### src/rtl/stopwatch_load_ctrl.sv
`default_nettype none
// ---------------------------------------------------------------------------
// stopwatch_load_ctrl
//   Turns preset/add/subtract button events into BCD load requests for a
//   stopwatch counter, clamped to [PRESET_LO, PRESET_HI].
// Revision: 1.0
// ---------------------------------------------------------------------------
module stopwatch_load_ctrl #(
  parameter logic [15:0] PRESET_LO = 16'h1020,
  parameter logic [15:0] PRESET_HI = 16'h4030
) (
  input  logic        clk_in,
  input  logic        rst,
  input  logic [16:1] Q,
  input  logic        REVERSE,
  input  logic        RESET,
  input  logic        ADD,
  input  logic        SUBTRACT,
  output logic        LOAD,
  output logic [16:1] VALUE,
  output logic        LIMIT
);

  function automatic logic [3:0] sat9(input logic [3:0] d);
    return (d > 4'd9) ? 4'd9 : d;
  endfunction

  // Bit order in the edge detectors: {RESET, ADD, SUBTRACT}
  logic [2:0]  smp_q, smp_d;
  logic [2:0]  prv_q, prv_d;
  logic        load_q, load_d;
  logic [16:1] value_q, value_d;
  logic        limit_q, limit_d;

  logic [2:0]  ev;
  logic [3:0]  mt, mo, st, so;
  logic [4:0]  inc_mt;
  logic [3:0]  inc_mo, dec_mt, dec_mo;
  logic        dec_unf;
  logic [15:0] add_val, sub_val;

  always_comb begin
    smp_d = {RESET, ADD, SUBTRACT};
    prv_d = smp_q;
    ev    = smp_q & ~prv_q;

    mt = sat9(Q[16:13]);
    mo = sat9(Q[12:9]);
    st = sat9(Q[8:5]);
    so = sat9(Q[4:1]);

    inc_mt = {1'b0, mt};
    inc_mo = mo + 4'd1;
    if (mo == 4'd9) begin
      inc_mo = 4'd0;
      inc_mt = {1'b0, mt} + 5'd1;
    end
    add_val = {inc_mt[3:0], inc_mo, st, so};

    dec_mt  = mt;
    dec_mo  = mo - 4'd1;
    dec_unf = 1'b0;
    if (mo == 4'd0) begin
      dec_mo  = 4'd9;
      dec_mt  = mt - 4'd1;
      dec_unf = (mt == 4'd0);
    end
    sub_val = {dec_mt, dec_mo, st, so};

    load_d  = 1'b0;
    value_d = value_q;
    limit_d = limit_q;
    if (ev[2]) begin
      load_d  = 1'b1;
      value_d = REVERSE ? PRESET_HI : PRESET_LO;
      limit_d = 1'b0;
    end else if (ev[1] && ev[0]) begin
      // Conflicting minute requests cancel each other out
      load_d = 1'b0;
    end else if (ev[1]) begin
      load_d = 1'b1;
      if (inc_mt > 5'd9 || add_val > PRESET_HI) begin
        value_d = PRESET_HI;
        limit_d = 1'b1;
      end else begin
        value_d = add_val;
        limit_d = 1'b0;
      end
    end else if (ev[0]) begin
      load_d = 1'b1;
      if (dec_unf || sub_val < PRESET_LO) begin
        value_d = PRESET_LO;
        limit_d = 1'b1;
      end else begin
        value_d = sub_val;
        limit_d = 1'b0;
      end
    end
  end

  // Edge detectors reset high so a button held through reset is not an event
  always_ff @(posedge clk_in or posedge rst) begin
    if (rst) begin
      smp_q   <= '1;
      prv_q   <= '1;
      load_q  <= 1'b0;
      value_q <= PRESET_LO;
      limit_q <= 1'b0;
    end else begin
      smp_q   <= smp_d;
      prv_q   <= prv_d;
      load_q  <= load_d;
      value_q <= value_d;
      limit_q <= limit_d;
    end
  end

  assign LOAD  = load_q;
  assign VALUE = value_q;
  assign LIMIT = limit_q;

endmodule
`default_nettype wire

### config.mk
export PLATFORM = sky130hd
export DESIGN_NAME = stopwatch_load_ctrl
export DESIGN_NICKNAME = d
export VERILOG_FILES = /design/src/rtl/stopwatch_load_ctrl.sv
export SDC_FILE = /design/constraint.sdc
export NUM_CORES = 1
export LEC_CHECK = 0
export CAP_MARGIN = 25
export CORE_ASPECT_RATIO = 0.6
export CORE_UTILIZATION = 55
export CTS_CLUSTER_SIZE = 20
export DETAILED_ROUTE_END_ITERATION = 8
export PLACE_DENSITY = 0.86
export SETUP_SLACK_MARGIN = 0.1
export SYNTH_ARGS = -nofsm -noshare
export SYNTH_HDL_FRONTEND = slang
export SYNTH_SLANG_ARGS = --single-unit
### constraint.sdc
create_clock -name clk_in -period 4.55 [get_ports clk_in]
set_clock_uncertainty 0.15 [all_clocks]
set_input_delay 0.6825 -clock clk_in [delete_from_list [all_inputs] [get_ports clk_in]]
set_output_delay 0.6825 -clock clk_in [all_outputs]
set_load 0.02 [all_outputs]
==> results by group <==
Global route
  • Global routing usage on met3: 7.129%
  • Met1 GRT Util: 39.95%
  • Initial antenna violation count: 0
  • M2 GR Usage: 49.64%
  • Tot GR Track Use: 29.90%
  • Gr ovfl total: 0
  • GRT busiest layer: met2
  • First-pass GRT wire length: 7969 um
  • Largest net degree at the start of global routing: 25
  • Number of global-route vias before repair: 1,618

Die
  • Initial Utilization: 60.50%
  • Rows: 15
  • Die width: 76.20 um
  • Core area: 3003 um^2
  • I/O Pins: 40
  • DIE HEIGHT: 46.52 um
  • DIE AREA: 3545 um^2

Clock network
  • CTS H-tree depth: 1
  • Post-CTS setup buffers: 0
  • Clock root buffer: clkbuf_8
  • Max clock buf depth: 2
  • CTS tree: built
  • Cts hold-fix bufs: 0
  • Worst-skew pair later-pin latency: 260 ps
  • Resized cells post-CTS: 0
  • Clk slew on worst S/H paths: 70 ps
  • Num CTS Buffers: 3
  • Clock Sinks: 24

STA
  • Final critical-path required period: 3625 ps
  • WHS: 218.9 ps
  • RSZ-0062 raised after global routing: no
  • Max Clk Rate: 0.2759 GHz
  • Hold Fails Final Rpt: 0
  • Slew @ Worst Pin: 984.0 ps
  • Final setup vio count: 0
  • Final cycle utilization of the critical path: 79.67%
  • Relative slew slack: 34.16%
  • Slew Limit Fails: 0
  • Post-route setup TNS: 0 ps

Synth
  • Area leader, netlist: dfrtp_1
  • Top post-synthesis cells by area: dfrtp_1 22%, dfstp_2 12%, ha_1 6.2%
  • Post-Syn Nets: 237
  • Mapped Area: 1817 um^2
  • YS warnings: 0
  • Most used DFF post-synth: dfrtp_1
  • Post-synth EDFFs: 0
  • Synth unique cells: 61
  • Register area share after synthesis: 33.61%
  • Post-Syn Area per Cell: 8.819 um^2
  • Synth top area share: 22.04%
  • Post-synthesis instance total: 206
  • Post-synth ARST share: 100.0%
  • Seq cells post-synth: 24

Run
  • Max-cap violations: 0

Final layout
  • Area Overhead vs Synth: 25.21%
  • Most common cell after layout, fill and taps aside: clkdlybuf4s50_1
  • Most frequent cells in the layout: 39 x clkdlybuf4s50_1, 29 x nand2_1, 16 x dfrtp_1
  • Ant diodes: 0
  • Layout Nets: 273
  • Fillers: 212
  • Share of cells above drive strength 1: 10.37%

Drt
  • Final wirelength: 4928 um
  • Vias/cell: 6.548
  • Via count: 1,853
  • Post-route ant nets: 0
  • Drt initial violations: 240
  • DRC: 0
  • Total iterations of the first detailed-routing run: 5
  • Routed len/inst: 17.41 um

Power and ir drop
  • Power, Total: 0.0006112 W
  • Maximum VDD drop: 0.0001594 V
  • Pwr Density: 268.7 nW/um^2
  • Leakage: 0.8760 nW

Setup path
  • Worst setup path category: in -> reg
  • CP max-delay cell: clkdlybuf4s50_1
  • Worst EP required: 4520 ps
  • CP peak stage delay: 800 ps
  • Max Fanout on Critical Path: 17
  • CP cell instances: clkdlybuf4s50_1 -> nand2b_1 -> ha_1 -> nor3b_1 -> nand4_1 -> a311o_1 -> nor2_4 -> o221ai_1
  • Worst setup EP type: flip-flop
  • Critical Path Source Type: input port
  • Crit path DAT: 3590 ps

Placement
  • GP Congestion: 1.012
  • Post-DP HPWL: 3722 um
  • Port bufs: 39

Min path
  • HP Class: reg -> reg

Status
  • Status: finished clean
## logic make-up after synthesis
family | Yosys count | synth area share, %
muxes | 1 | 0.5510
and+or+nand+nor | 75 | 22.17
DFF | 24 | 33.61
AOI/OAI and AO/OA | 70 | 30.10
xor gates and xnor gates | 3 | 1.447
buffers and inverters | 24 | 5.923
adders and majority gates | 9 | 6.198
## final cells by class
class | instances | area [um^2] | area share, %
clock buffer | 4 | 55.05 | 2.420
sequential | 24 | 610.6 | 26.84
timing repair buffer | 41 | 405.4 | 17.82
tap | 42 | 52.55 | 2.310
inverter | 14 | 52.55 | 2.310
multi-input combinational | 158 | 1099 | 48.29
## routing by layer
metal | part of all wire, % | vias up
met4 | 1.2 | 0
met1 | 43 | 865
met3 | 11 | 13
met2 | 45 | 137
li1 | - | 838
met5 | 0 | -
## power breakdown
group	internal, W	switching [W]	total, W	leakage [nW]
Sequential	0.000239	0.0000120	0.000251	0.291
Combinational	0.0000923	0.000120	0.000212	0.556
Clock	0.0000774	0.0000702	0.000148	0.0288
Total	0.000409	0.000202	0.000611	0.876
## through the flow
| stage | area, um^2 | std cells | utilization [%] | worst slack (ps) |
|---|---|---|---|---|
| final | 2275 | 283 | 75.75 | 924.9 |
| after global routing | 2275 | 283 | 75.75 | 730.4 |
| after CTS | 2267 | 282 | 75.50 | 1039 |
| after detailed placement | 2212 | 278 | 73.67 | 741.5 |
| after global placement | 2212 | 278 | 73.67 | 802.8 |
| after floorplan | 1817 | 206 | - | 1498 |
## cell usage after synthesis (3+ instances only)
library cell,instances
nand2_1,29
dfrtp_1,16
inv_1,13
o211ai_1,11
o21ai_0,10
ha_1,9
nand2b_1,9
nor2_1,9
dfstp_2,8
a21oi_1,7
clkbuf_1,5
nor3_1,4
o221ai_1,4
a211oi_1,3
nand3_1,3
nor2b_1,3
o21ai_1,3
o21bai_1,3
## registers in the layout (all words and copies together) (netlist names)
signal  count
VALUE      16
prv_d       3
prv_q       3
LIMIT       1
LOAD        1
## critical path, delay by kind of cell
family / cells / cell delay [ps]
simple gates: 4 / 1120
buf+inv: 1 / 800
compound gates: 2 / 650
fa+ha+maj: 1 / 330
## final timing paths
path | from | to | slack, ps | depth (start not counted)
min | prv_d[0]$_DFF_PP1_ | prv_q[0]$_DFF_PP1_ | 220 | 0
min reg2reg | prv_d[0]$_DFF_PP1_ | prv_q[0]$_DFF_PP1_ | 220 | 0
max | Q[12] | VALUE[8]$_DFFE_PP0P_ | 920 | 8
max reg2reg | prv_q[1]$_DFF_PP1_ | VALUE[6]$_DFFE_PP1P_ | 1690 | 9
min in group asynchronous | rst | VALUE[10]$_DFFE_PP0P_ | 740 | 2
max in group asynchronous | rst | LIMIT$_DFFE_PP0P_ | 2960 | 2
Note: power is estimated with default switching activity, not from simulation.
